**src/rtl/fetch_decode_queue.sv**
```systemverilog
// Fetch-to-decode instruction buffer: in-order {pc, instr} FIFO with
// first-word fall-through, full back-pressure and branch-redirect flush.
module fetch_decode_queue #(
    parameter int WIDTH       = 8,
    parameter int INSTR_WIDTH = 32,
    parameter int DEPTH       = 4
) (
    input  logic                       clock,
    input  logic                       reset,
    input  logic                       in_valid,
    output logic                       in_ready,
    input  logic [WIDTH-1:0]           in_pc,
    input  logic [INSTR_WIDTH-1:0]     in_instr,
    input  logic                       flush,
    output logic                       out_valid,
    input  logic                       out_ready,
    output logic [WIDTH-1:0]           out_pc,
    output logic [INSTR_WIDTH-1:0]     out_instr,
    output logic [$clog2(DEPTH):0]     count
);

    localparam int PW = $clog2(DEPTH);
    localparam int CW = PW + 1;

    logic [WIDTH-1:0]       pc_mem    [DEPTH];
    logic [INSTR_WIDTH-1:0] instr_mem [DEPTH];

    logic [PW-1:0] wr_ptr;
    logic [PW-1:0] rd_ptr;
    logic [CW-1:0] cnt_q;

    logic push;
    logic pop;
    logic full;
    logic empty;

    // Ready depends on occupancy only, so a full queue never
    // accepts on the strength of a same-cycle pop.
    assign full      = (cnt_q == CW'(DEPTH));
    assign empty     = (cnt_q == '0);
    assign in_ready  = !full;
    assign out_valid = !empty;
    assign push      = in_valid && in_ready;
    assign pop       = out_valid && out_ready;
    assign count     = cnt_q;

    always_ff @(posedge clock or posedge reset) begin
        if (reset) begin
            wr_ptr <= '0;
            rd_ptr <= '0;
            cnt_q  <= '0;
        end else if (flush) begin
            wr_ptr <= '0;
            rd_ptr <= '0;
            cnt_q  <= '0;
        end else begin
            if (push) begin
                wr_ptr <= wr_ptr + PW'(1);
            end
            if (pop) begin
                rd_ptr <= rd_ptr + PW'(1);
            end
            unique case ({push, pop})
                2'b10:   cnt_q <= cnt_q + CW'(1);
                2'b01:   cnt_q <= cnt_q - CW'(1);
                default: cnt_q <= cnt_q;
            endcase
        end
    end

    // Payload storage carries no reset; validity lives in the count.
    always_ff @(posedge clock) begin
        if (push && !flush) begin
            pc_mem[wr_ptr]    <= in_pc;
            instr_mem[wr_ptr] <= in_instr;
        end
    end

    always_comb begin
        out_pc    = '0;
        out_instr = '0;
        if (out_valid) begin
            out_pc    = pc_mem[rd_ptr];
            out_instr = instr_mem[rd_ptr];
        end
    end

endmodule

```
**config.mk**
```make
export PLATFORM = sky130hd
export DESIGN_NAME = fetch_decode_queue
export DESIGN_NICKNAME = d
export VERILOG_FILES = /design/src/rtl/fetch_decode_queue.sv
export SDC_FILE = /design/constraint.sdc
export NUM_CORES = 1
export LEC_CHECK = 0
export BUFFER_PORTS_ARGS = -buffer_cell sky130_fd_sc_hd__buf_2
export CAP_MARGIN = 20
export CORE_MARGIN = 4
export CORE_UTILIZATION = 45
export CTS_CLUSTER_DIAMETER = 200
export DETAILED_ROUTE_END_ITERATION = 8
export GPL_TIMING_DRIVEN = 0
export PLACE_DENSITY = 0.72
export SLEW_MARGIN = 20
export SYNTH_ARGS = -nofsm -noshare
export SYNTH_HDL_FRONTEND = slang
export SYNTH_SLANG_ARGS = --single-unit
```
**constraint.sdc**
```tcl
create_clock -name clock -period 7.16 [get_ports clock]
set_input_delay 0.358 -clock clock [delete_from_list [all_inputs] [get_ports clock]]
set_output_delay 0.358 -clock clock [all_outputs]
set_load 0.03 [all_outputs]
```
==> results of run 1 <==
-- worst max path at each step --
stage                             endpoint  slack (ns)  depth (start not counted)  startpoint
after floorplan            instr_mem[0][0]        4.62                          4    count[0]
after detailed placement      out_instr[9]        4.89                          5    count[1]
after CTS                     out_instr[9]        4.42                          5    count[1]
final                         out_instr[9]        4.50                          5    count[1]
after global routing          out_instr[6]        4.31                          5    count[1]
after global placement    instr_mem[0][17]        3.89                          5    in_valid
-- synthesized netlist by cell type (all sizes together), types with 2 or more instances --
cell type	count
buf	15
nor2	7
nor2b	33
inv	8
nand3	4
o22ai	2
dfrtp	7
xor2	2
ha	4
o21ai	3
and2	5
and2b	7
nor3b	2
nor3	2
edfxtp	160
a21oi	3
clkbuf	5
mux4	40
-- power groups by stage --
stage	clock (mW)	combinational (mW)	sequential, mW
global route	0.872	0.724	1.13
finish	0.809	0.670	1.13
global placement	0	0.678	1.15
CTS	0.828	0.685	1.13
detailed placement	0	0.683	1.15
floorplan	0	0.489	1.15
-- layer usage --
layer	vias up	GRT usage	wire [µm]
met2	97	0.234	5660
met4	2	0.0648	218
li1	1502	-	-
met5	-	0	9
met1	1622	0.196	5200
met3	19	0.0540	772
-- kinds of logic after synthesis --
logic type / Yosys count / synth area share
flip-flops: 167 / 0.747
AND/OR/NAND/NOR: 63 / 0.0584
multiplexers: 41 / 0.137
buffers and inverters: 28 / 0.0274
AO/OA/AOI/OAI: 16 / 0.0161
adder cells (fa/ha/maj): 5 / 0.0105
XOR/XNOR: 3 / 0.00394
-- area by class of cell --
cell class | instances | area share
inverter | 8 | 0.00381
tap | 184 | 0.0292
sequential | 167 | 0.632
multi-input combinational | 128 | 0.192
clock buffer | 20 | 0.0554
clock inverter | 11 | 0.0108
timing repair buffer | 89 | 0.0572
buffer | 20 | 0.0194
-- critical path: stages (launching register included) --
cell and delay [ns]:
dfrtp_1 0.40, buf_4 0.18, nor3_2 0.38, clkbuf_1 0.47
and2b_1 0.26, buf_2 0.18
-- registers in the layout, indices dropped and copies added, names as in the netlist --
register   count
rd_ptr         2
wr_ptr         2
count          3
pc_mem        32
instr_mem    128
-- metrics by stage --
| stage | utilization | cell area, µm² | hold slack (ns) |
|---|---|---|---|
| finish | 0.542 | 7880 | 0.148 |
| global route | 0.542 | 7880 | 0.132 |
| CTS | 0.542 | 7880 | 0.122 |
| detailed placement | 0.506 | 7350 | 0.310 |
| global placement | 0.505 | 7340 | 0.302 |
| floorplan | - | 6670 | 0.161 |
-- repair_timing --
| action | CTS | global route |
|---|---|---|
| resized for setup | 0 | 0 |
| setup endpoints to repair | 0 | 0 |
| endpoints found under the hold margin | 7 | 0 |
| hold buffers | 1 | 0 |
==> reports/results.ini, run 1 <==
[routing]
drtIter0Drc=190
vias=3242
wl_per_cell_um=18.9
final_antenna_net_count=0
drc_errors=0
via_per_inst=5.17
first_pass_iters=4
routed_wl_um=11900

[hold_path]
min_path_cells=1
min_delay_worst_endpoint=instr_mem[2][9]
hp-class=input pin to flop
hold_start=in_instr[9]

[power]
vdd_ir_drop_max_mv=0.161
intPower_mw=1.84
swShare=0.293
power_frac_seq=0.433
clock_power_share=0.310
power_density_mw_per_mm2=331
p_leak_nw=2.76
design_power_total_mw=2.61
pwr-share-comb=0.257
switching_power_uw=764

[final_layout]
final_common_cell=edfxtp_1
layout_common_cells=edfxtp_1, buf_2, mux4_2
nets=481
multi_input_area_mm2=0.00152
fill_cells=1169
regArea_mm2=0.00498
final_cells=627
area_growth_pct=18.2
drive_above_1_share=0.393
n_antenna_cell=0

[synth]
ys_seq_area_frac=0.747
syn_area_per_cell_um2=20.6
synth.distinct_cells=37
synth_cells=323
syn_area_mm2=0.00667
yosysTopAreaCell=edfxtp_1
synth_ff_type=edfxtp_1
ys_seq_elements=167
syn_nets=373
ys_warn_count=0
yosysTopAreaCellShare=0.721
synth_area_leaders=edfxtp_1, mux4_2, nor2b_1, dfrtp_1, buf_12
synth_edf_count=160
async_flop_share=0.0419

[sta]
finalMaxSlewViolations=0
fin_crit_ns=2.66
tns_ns=0
hold_viol=0
worst_pin_slew_ns=0.647
rsz0062_at_grt=no
max_freq_mhz=376
slew_headroom=0.568
finClkSkew_ns=0.00712
timing.final.ws_setup_ns=4.50
period_share=0.371
setup_viol=0

[cts]
root_buffer=clkbuf_16
post_cts.repair.setup_buffers=0
clock_sinks=167
cts_tree=built
cts_buffers=17
clk_latency_ns=0.42
h-tree-depth=4
clock_path_buffers=2
path_clk_slew_ns=0.06

[global_route]
grt.total_usage=0.151
grt_pass1_vias=3351
grt-ovfl-total=0
grt_antenna_before_repair=1
grt_pass1_wl_um=18500
grt_max_degree=41

[critical_path]
end_kind=output port
crit_type=flop to output port
timing.rr.start=count[0]
cp_max_fo=10
start_kind=flop
reg2regPathDepth=4
worst-r2r-setup-slack_ns=4.97
r2r-end=pc_mem[2][0]
arrival_ns=2.30
worstPathRequired_ns=6.80

[place]
hpwl_um=7230
io_buffer_count=88
gp_congestion=0.729
pre_cts_slack_ns=4.89
dp_cells=595

[floorplanning]
start_util=0.459
dieWidth_um=130
rows=44
io_pins=90
core_mm2=0.0145
dieArea_mm2=0.0168
die_h_um=130

[flow_run]
drv_cap=0

[outcome]
status=finished clean

No activity file was read; power rests on OpenSTA's default activity.
==> run 2: changes to the inputs <==
Clock period 7.16 ns to 2.6 ns, I/O delays scaled along.
==> reports/results.ini, run 2 (synthesis results as in run 1) <==
[critical_path]
max_stage_delay_ns=0.47  ; about the same
start_kind=flop
cp_max_fo=10  ; unchanged
worstPathRequired_ns=2.47  ; -4.33 ns
timing.rr.start=count[0]
crit_chain=buf_4 > nor3_2 > clkbuf_1 > and2b_1 > buf_2
crit_type=flop to output port
reg2regPathDepth=4  ; unchanged
r2r-end=instr_mem[2][16]
crit_path_top_delay_cell=clkbuf_1
worst-r2r-setup-slack_ns=0.40  ; -4.57 ns
end_kind=output port
arrival_ns=2.28  ; -0.02 ns

[global_route]
grt.total_usage=0.154  ; +0.00320
grt_pass1_vias=3545  ; +5.8%
grt_max_degree=41  ; unchanged
grt_antenna_before_repair=0  ; -1
grt_pass1_wl_um=19000  ; +3.1%
grt-ovfl-total=0  ; unchanged

[sta]
slew_headroom=0.563  ; -0.00571
period_share=0.928
finClkSkew_ns=0.00946  ; +0.00234 ns
worst_pin_slew_ns=0.656  ; +0.00857 ns
hold_viol=0  ; unchanged
fin_crit_ns=2.41
tns_ns=0  ; unchanged
setup_viol=0  ; unchanged
finalMaxSlewViolations=0  ; unchanged
timing.final.ws_setup_ns=0.187  ; -4.32 ns
holdWs_ns=0.0711  ; -0.0772 ns
max_freq_mhz=414
rsz0062_at_grt=no

[power]
switching_power_mw=2.12  ; +180%
p_leak_nw=2.93  ; +6.3%
intPower_mw=5.12  ; +180%
pwr-share-comb=0.263  ; +0.006
vdd_ir_drop_max_mv=0.443  ; +170%
power_density_mw_per_mm2=874  ; +160%
swShare=0.293  ; about the same
clock_power_share=0.308  ; -0.002
power_frac_seq=0.429  ; -0.004

[routing]
vias=3387  ; +4.5%
drtIter0Drc=206  ; +8.4%
routed_wl_um=12100  ; +2.1%
via_per_inst=5.08  ; -1.8%
drc_errors=0  ; unchanged
final_antenna_net_count=0  ; unchanged
first_pass_iters=5  ; +1
wl_per_cell_um=18.2  ; -4.0%

[hold_path]
hold_start=flush
min_delay_worst_endpoint=rd_ptr[1]
min_path_cells=2  ; +1
hp-class=input pin to flop

[floorplanning]
start_util=0.459  ; unchanged
rows=44  ; unchanged
die_h_um=130  ; unchanged
dieWidth_um=130  ; unchanged
dieArea_mm2=0.0168  ; unchanged
io_pins=90  ; unchanged
core_mm2=0.0145  ; unchanged

[cts]
h-tree-depth=4  ; unchanged
clock_path_buffers=2  ; unchanged
clk_latency_ns=0.42  ; about the same
path_clk_slew_ns=0.06  ; about the same
cts_buffers=17  ; unchanged
cts_tree=built
root_buffer=clkbuf_16
clock_sinks=167  ; unchanged

[outcome]
status=finished clean

[final_layout]
final_common_cell=edfxtp_1
largest_reg_flops=128  ; unchanged
layout_common_cells=edfxtp_1, buf_2, dlygate4sd3_1
n_antenna_cell=0  ; unchanged
largest_register=instr_mem
nets=521  ; +8.3%
area_growth_pct=24.2
post-route-cell-area_mm2=0.00828  ; +5.1%
drive_above_1_share=0.364  ; -0.0284

[place]
pre_cts_slack_ns=0.393  ; -4.49 ns
gp_congestion=0.729  ; unchanged
hpwl_um=7230  ; unchanged
io_buffer_count=88  ; unchanged
place_area_mm2=0.00735  ; unchanged

[flow_run]
drv_cap=0  ; unchanged

run 2: cell count changes in the layout (fill, tap and decap cells not counted), sizes merged:
cell | previous run | this run
dlygate4sd3 | 1 | 41
run 2: how the worst max path moves through the flow:
stage	start	end	slack, ns	depth (start not counted)
6_report	count[1]	out_instr[24]	0.19	5
3_5_place_dp	count[0]	instr_mem[2][17]	0.39	4
2_1_floorplan	count[0]	instr_mem[2][0]	0.06	4
4_1_cts	count[1]	out_instr[9]	0.08	5
5_1_grt	count[1]	out_instr[21]	0.03	5
3_3_place_gp	count[0]	instr_mem[0][17]	-0.65	4
run 2: power groups by stage:
| stage | logic [mW] | clock network (mW) | registers [mW] |
|---|---|---|---|
| 5_1_grt | 2.05 | 2.40 | 3.12 |
| 3_5_place_dp | 1.88 | 0 | 3.16 |
| 4_1_cts | 1.94 | 2.28 | 3.11 |
| 3_3_place_gp | 1.87 | 0 | 3.16 |
| 2_1_floorplan | 1.35 | 0 | 3.18 |
| 6_report | 1.90 | 2.23 | 3.11 |
run 2: critical path, delay by kind of cell, from the launching register on:
| family | cells | cell delay (ns) |
|---|---|---|
| buffers and inverters | 3 | 0.82 |
| AND/OR/NAND/NOR | 2 | 0.63 |
| flip-flops | 1 | 0.40 |
run 2: per-stage QoR:
step	instances	utilization	power, mW
6_report	667	0.570	7.24
5_1_grt	667	0.570	7.57
4_1_cts	667	0.570	7.33
3_5_place_dp	595	0.506	5.05
3_3_place_gp	595	0.505	5.03
2_1_floorplan	323	-	4.52
run 2: layout make-up:
| class | count | area [µm²] |
|---|---|---|
| Tap cell | 184 | 230 |
| Timing Repair Buffer | 129 | 851 |
| Fill cell | 1134 | 6250 |
| Sequential cell | 167 | 4980 |
| Buffer | 20 | 155 |
| Multi-Input combinational cell | 128 | 1520 |
| Inverter | 8 | 30.0 |
| Clock buffer | 20 | 437 |
| Clock inverter | 11 | 85.1 |
run 2: timing repair:
action | in CTS | in global routing
setup endpoints to repair | 0 | 2
buffers inserted | 0 | 0
hold buffers | 41 | 0
endpoints found under the hold margin | 167 | 0
resized for setup | 0 | 4
run 2: per-layer routing:
metal  up-vias  wire length (µm)  part of all wire  global-route usage
li1       1582                 -                 -                   -
met5         -                 0                 0                   0
met4         0               202             0.017              0.0648
met2        97              5890              0.49               0.241
met3        17               629             0.052              0.0471
met1      1691              5400              0.45               0.204
